$ cat src/rtl/fetch_sram_responder.sv
// Two-stage instruction-fetch responder in front of a synchronous-read SRAM.
// The address phase is accepted combinationally; the data phase returns one word, in order, after optional wait states.
module fetch_sram_responder #(
  parameter int                W_ADDR      = 32,
  parameter int                W_DATA      = 32,
  parameter logic [W_ADDR-1:0] BASE_ADDR   = '0,
  parameter int                DEPTH_WORDS = 4096,
  parameter int                WAIT_STATES = 0,
  localparam int               AW          = $clog2(DEPTH_WORDS)
) (
  input  logic              clk,
  input  logic              rst_n,
  input  logic              mem_size,
  input  logic [W_ADDR-1:0] mem_addr,
  input  logic              mem_addr_vld,
  output logic              mem_addr_rdy,
  output logic [W_DATA-1:0] mem_data,
  output logic              mem_data_vld,
  input  logic              stall_in,
  output logic              sram_ren,
  output logic [AW-1:0]     sram_addr,
  input  logic [W_DATA-1:0] sram_rdata,
  output logic              err,
  input  logic              err_clr,
  output logic [15:0]       fetch_count
);

  typedef enum logic [1:0] {
    DP_IDLE,
    DP_WAIT,
    DP_DONE
  } dp_state_e;

  // Range limits are evaluated one bit wider than the address so the top of the window cannot wrap.
  localparam logic [W_ADDR:0] BASE_EXT = {1'b0, BASE_ADDR};
  localparam logic [W_ADDR:0] END_EXT  = BASE_EXT + ((W_ADDR+1)'(DEPTH_WORDS) << 2);
  localparam logic [1:0]      WS_CNT   = 2'(WAIT_STATES);

  dp_state_e         dp_state_q, dp_state_d;
  logic [1:0]        cnt_q, cnt_d;
  logic              dp_first_q;
  logic              dp_oor_q;
  logic [W_DATA-1:0] hold_q;
  logic              err_q;
  logic [15:0]       count_q;

  logic [W_ADDR:0]   addr_ext;
  logic [W_ADDR-1:0] offset;
  logic              in_range;
  logic              accept;
  logic              data_vld;
  logic              unused_bits;

  assign addr_ext  = {1'b0, mem_addr};
  assign in_range  = (addr_ext >= BASE_EXT) && (addr_ext < END_EXT);
  assign offset    = mem_addr - BASE_ADDR;
  assign sram_addr = offset[AW+1:2];

  // Fetch size and byte offset never change the returned word.
  assign unused_bits = ^{mem_size, offset[1:0], offset[W_ADDR-1:AW+2]};

  // Data is returned in the first data-phase cycle that has no wait states left and no stall.
  assign data_vld     = (dp_state_q == DP_DONE) && !stall_in;
  assign mem_addr_rdy = (dp_state_q == DP_IDLE) || data_vld;
  assign accept       = mem_addr_vld && mem_addr_rdy;
  assign sram_ren     = accept && in_range;

  assign mem_data_vld = data_vld;
  assign err          = err_q;
  assign fetch_count  = count_q;

  always_comb begin
    // NOTE: every combinational output gets a default first so no path leaves it unassigned (no latch).
    dp_state_d = dp_state_q;
    cnt_d      = cnt_q;
    unique case (dp_state_q)
      DP_WAIT: begin
        if (!stall_in) begin
          cnt_d = cnt_q - 2'd1;
          if (cnt_q == 2'd1) dp_state_d = DP_DONE;
        end
      end
      DP_DONE: begin
        if (!stall_in) dp_state_d = DP_IDLE;
      end
      default: begin
        dp_state_d = dp_state_q;
      end
    endcase
    // A new acceptance only happens while idle or on the completing cycle, so it overrides the above.
    if (accept) begin
      cnt_d      = WS_CNT;
      dp_state_d = (WS_CNT == 2'd0) ? DP_DONE : DP_WAIT;
    end
  end

  always_comb begin
    mem_data = '0;
    if (data_vld && !dp_oor_q) mem_data = dp_first_q ? sram_rdata : hold_q;
  end

  // NOTE: state registers use non-blocking assignments so every flop samples pre-edge values.
  always_ff @(posedge clk or negedge rst_n) begin
    if (!rst_n) begin
      dp_state_q <= DP_IDLE;
      cnt_q      <= 2'd0;
      dp_first_q <= 1'b0;
      dp_oor_q   <= 1'b0;
      hold_q     <= '0;
      err_q      <= 1'b0;
      count_q    <= 16'd0;
    end else begin
      dp_state_q <= dp_state_d;
      cnt_q      <= cnt_d;
      dp_first_q <= accept;
      if (accept) dp_oor_q <= !in_range;
      // SRAM data is only valid in the first data-phase cycle; keep it for any later return cycle.
      if (dp_first_q) hold_q <= sram_rdata;
      if (data_vld && dp_oor_q) err_q <= 1'b1;
      else if (err_clr)         err_q <= 1'b0;
      if (data_vld) count_q <= count_q + 16'd1;
    end
  end

endmodule
$ cat config.mk
export PLATFORM = sky130hd
export DESIGN_NAME = fetch_sram_responder
export DESIGN_NICKNAME = d
export VERILOG_FILES = /design/src/rtl/fetch_sram_responder.sv
export SDC_FILE = /design/constraint.sdc
export NUM_CORES = 1
export LEC_CHECK = 0
export ABC_AREA = 1
export CAP_MARGIN = 20
export CELL_PAD_IN_SITES_DETAIL_PLACEMENT = 0
export CELL_PAD_IN_SITES_GLOBAL_PLACEMENT = 1
export CORE_UTILIZATION = 26
export CTS_BUF_LIST = sky130_fd_sc_hd__clkbuf_4 sky130_fd_sc_hd__clkbuf_8
export DETAILED_ROUTE_END_ITERATION = 8
export PLACE_DENSITY_LB_ADDON = 0.1
export SLEW_MARGIN = 30
export SYNTH_ARGS = -nofsm -noshare
export SYNTH_HDL_FRONTEND = slang
export SYNTH_SLANG_ARGS = --single-unit
$ cat constraint.sdc
create_clock -name clk -period 1.15 [get_ports clk]
set_input_delay 0.2875 -clock clk [delete_from_list [all_inputs] [get_ports clk]]
set_output_delay 0.2875 -clock clk [all_outputs]
set_load 0.02 [all_outputs]
==> flow_summary_export.csv <==
group,metric,value,unit
outcome,run_status,"finished, violations left",
outcome,violations,"setup timing",
drt,avgViaCountPerCell,3.983,
cells_and_area,register_area,0.001310,mm^2
drt,drt_first_pass_iters,4,
floorplanning,core.rowCount,36,
power,power.share.combinational,0.389,
synth,synth.ff_latch_count,52,
synth,yosys-top-cells-area,"sky130_fd_sc_hd__dfrtp_1 (49%), sky130_fd_sc_hd__inv_1 (12%), sky130_fd_sc_hd__nand2_1 (9.7%)",
setup_path,setup.worst_path.end_class,"output port",
sta,pin_slew_with_the_least_headroom_to_its_limit,0.3613,ns
global_route,first_global_vias,2531,
synth,post_synth_inst_count,341,
synth,synth_most_common_cell,"sky130_fd_sc_hd__inv_1",
drt,1st_iter_drt_viols,31,
power,internal_power_summed_over_all_cells,0.003795,W
synth,synth.distinct_cells,27,
power,power_density,1066,mW/mm^2
placed_design,hpwl,4898,um
clocking,cts_tree,"yes",
floorplanning,floorplan.die_area,0.01056,mm^2
power,report.power.total,0.005500,W
sta,final_critical_period,1.662,ns
setup_path,critical_path.startpoint_type,"register",
global_route,globalRouteMet1Util,0.1779,
global_route,grt_pass1_wl,11400,um
clocking,worst_skew_pair.late_latency,0.30,ns
drt,totalWireLength,6980,um
synth,number_of_flops_mapped_to_enable_cells_by_yosys,0,
cells_and_area,layoutNonFillerInstCount,651,
setup_path,worst-endpoint-arrival,1.37,ns
floorplanning,count_of_pins_on_the_block_boundary,134,
worst_hold_path,kind_of_path_behind_the_tightest_hold_check,"in -> async",
global_route,globalRouteTotalUtil,0.1370,
synth,ys_async_sr_fraction,1.000,
synth,post_synth_instance_area,0.002639,mm^2
synth,seq_area_frac_synth,0.4931,
sta,finalClockSkew,0.009081,ns
synth,ys.flop_type,"sky130_fd_sc_hd__dfrtp_1",
setup_path,cp_cell_sequence,"buf_12 -> o21ai_2 -> nor2_4 -> buf_4",
sta,max_clock_freq,0.6015,GHz
clocking,cts_inserted_buffers,5,
drt,wire_per_inst,10.72,um
synth,synth_top_area_cell,"sky130_fd_sc_hd__dfrtp_1",
setup_path,timing.critical_path.required,0.86,ns
synth,synthesis.area_per_instance,7.738,um^2
setup_path,cpPeakStageDelay,0.45,ns
clocking,cts-root-buf,"sky130_fd_sc_hd__clkbuf_8",
power,clock_power_share,0.194,
setup_path,crit_path_top_delay_cell,"sky130_fd_sc_hd__dfrtp_2",
sta,rsz0062_at_grt,"yes",
drt,final_antenna_net_count,0,
placed_design,io_buffers,106,
cells_and_area,layout-drive-gt1-share,0.4923,
floorplanning,initial_core_util,0.2687,
floorplanning,floorplan.core_area,0.009819,mm^2
setup_path,criticalPathCategory,"reg -> out",
clocking,cts-htree-levels,2,
setup_path,cp_max_fo,36,
cells_and_area,layout.filler_cells,962,
floorplanning,chip_height,102.7,um
cells_and_area,antenna_cells_inserted,0,
drt,vias,2593,
power,ir_worst_vdd,1.369,mV
synth,synth_largest_type_area_fraction,0.4931,
global_route,largest_net_degree_at_the_start_of_global_routing,53,
clocking,cts_num_sinks,52,
global_route,antenna_found_initial,0,
clocking,clk_transition_reported_paths,0.09,ns
clocking,cts_max_path_buffers,2,
global_route,most_crowded_layer_gr,"met2",
cells_and_area,multi_input_area,0.001430,mm^2
power,p_leak,2.571,nW
cells_and_area,syn2layout_area_growth,95.50,%
drt,route.detailed.drc,0,
floorplanning,die_width,102.7,um
power,seq_power_share,0.417,
sta,final_hold_violations,0,
sta,slew_headroom,0.7582,
placed_design,placed_cells_incl_taps,624,
global_route,global_route.usage.met3,0.03186,
global_route,grt_overflow_total,0,
power,p_sw_frac,0.3099,
sta,layout_setup_ws,-0.5125,ns
power,net-switching-power,0.001705,W
synth,synth_nets,412,
sta,finalSetupViolations,54,
synth,synth.top_cells.by_count,"sky130_fd_sc_hd__inv_1 (83), sky130_fd_sc_hd__nand2_1 (68), sky130_fd_sc_hd__dfrtp_1 (52), sky130_fd_sc_hd__nor2_1 (46), sky130_fd_sc_hd__o21ai_0 (32)",
global_route,grtUsageMet2,0.2338,
sta,final_slew_violations,0,
synth,synth_warnings,0,
sta,period_utilization,1.446,
flow_run,drv_cap,0,
cells_and_area,nets,588,
placed_design,gp_routability_congestion,0.7743,
==> routing by layer <==
| layer | vias to the layer above | share of wire |
|---|---|---|
| li1 | 1344 | - |
| met1 | 1174 | 0.44 |
| met2 | 73 | 0.48 |
| met3 | 2 | 0.071 |
| met4 | 0 | 0.0044 |
| met5 | - | 0 |
==> kinds of logic (layout without fill, tap and decap cells) <==
group,after synthesis,in the layout,synth area share
AOI/OAI and AO/OA,34,34,0.06496
xor gates and xnor gates,10,10,0.03604
adders and majority gates,1,1,0.004741
buffers and inverters,106,283,0.1716
DFF,52,52,0.4931
and+or+nand+nor,138,138,0.2295
==> critical path: cells and delay by family, from the launching register on <==
| kind | cells | cell delay [ns] |
|---|---|---|
| AOI/OAI and AO/OA | 1 | 0.23 |
| buffers and inverters | 2 | 0.34 |
| DFF | 1 | 0.45 |
| and+or+nand+nor | 1 | 0.05 |
==> final cells by class <==
cell class,instances,area share
timing repair buffer,191,0.3561
multi-input combinational,183,0.2772
sequential,52,0.2539
inverter,84,0.06258
tap,133,0.03226
clock buffer,6,0.01601
clock inverter,2,0.001940
==> through the flow <==
stage               setup WS, ns  TNS, ns  cell area [um^2]    util  hold WS, ns
floorplan                -0.1533   -4.940              2975       -    -0.008091
detailed placement        -1.094   -48.04              4582  0.4666       0.3109
finish                   -0.5125   -18.93              5159  0.5254       0.4963
CTS                      -0.5399   -20.30              5011  0.5103       0.5052
global route             -0.5982   -23.67              5159  0.5254       0.5168
global placement          -1.073   -47.57              4582  0.4666       0.3098
==> registers in the layout (all words and copies together), names as in the netlist <==
name,cells
fetch_count,16
dp_oor_q,1
dp_first_q,1
hold_q,32
err,1
dp_state_q,1
==> power by group through the flow <==
stage	combinational [W]	sequential, W	clock (W)
floorplan	0.000608	0.00239	0
global placement	0.00153	0.00227	0
detailed placement	0.00154	0.00227	0
CTS	0.00195	0.00228	0.00114
global route	0.00233	0.00232	0.00121
finish	0.00214	0.00229	0.00107
==> timing repair <==
action | CTS | global route
gates cloned | 1 | 0
hold buffers | 1 | 0
setup buffers | 14 | 9
endpoints found under the setup margin | 90 | 91
endpoints found under the hold margin | 52 | 0
pin swaps | 12 | 25
gates resized for setup | 346 | 40
==> final timing paths <==
| kind | from | end | slack, ns | depth (start not counted) |
|---|---|---|---|---|
| worst max-delay path | dp_first_q$_DFF_PN0_ | mem_data[12] | -0.51 | 4 |
| worst min-delay path | rst_n | hold_q[17]$_DFF_PN0_ | 0.50 | 3 |
| worst max register to register | dp_state_q[1]$_DFFE_PN0P_ | fetch_count[6]$_DFFE_PN0P_ | -0.19 | 6 |
| worst min register to register | hold_q[18]$_DFF_PN0_ | hold_q[18]$_DFF_PN0_ | 0.50 | 2 |
| max in group asynchronous | rst_n | dp_first_q$_DFF_PN0_ | 0.38 | 3 |
| min in group clk | mem_addr[31] | dp_oor_q$_DFFE_PN0P_ | 0.50 | 7 |
==> layout by cell type, fill, tap and decap left out, types with 4 or more instances in the layout <==
cell	instances
sky130_fd_sc_hd__buf_4	80
sky130_fd_sc_hd__inv_1	79
sky130_fd_sc_hd__nand2_1	57
sky130_fd_sc_hd__clkdlybuf4s50_1	48
sky130_fd_sc_hd__buf_6	48
sky130_fd_sc_hd__dfrtp_1	45
sky130_fd_sc_hd__nor2_4	35
sky130_fd_sc_hd__o21ai_2	26
sky130_fd_sc_hd__nand2_2	10
sky130_fd_sc_hd__nor2_1	10
sky130_fd_sc_hd__dfrtp_2	7
sky130_fd_sc_hd__o21ai_4	6
sky130_fd_sc_hd__clkbuf_8	6
sky130_fd_sc_hd__buf_12	6
sky130_fd_sc_hd__inv_2	4
sky130_fd_sc_hd__nand4_1	4
sky130_fd_sc_hd__xnor2_1	4
sky130_fd_sc_hd__dlygate4sd2_1	4
(Power assumes the default switching activity.)
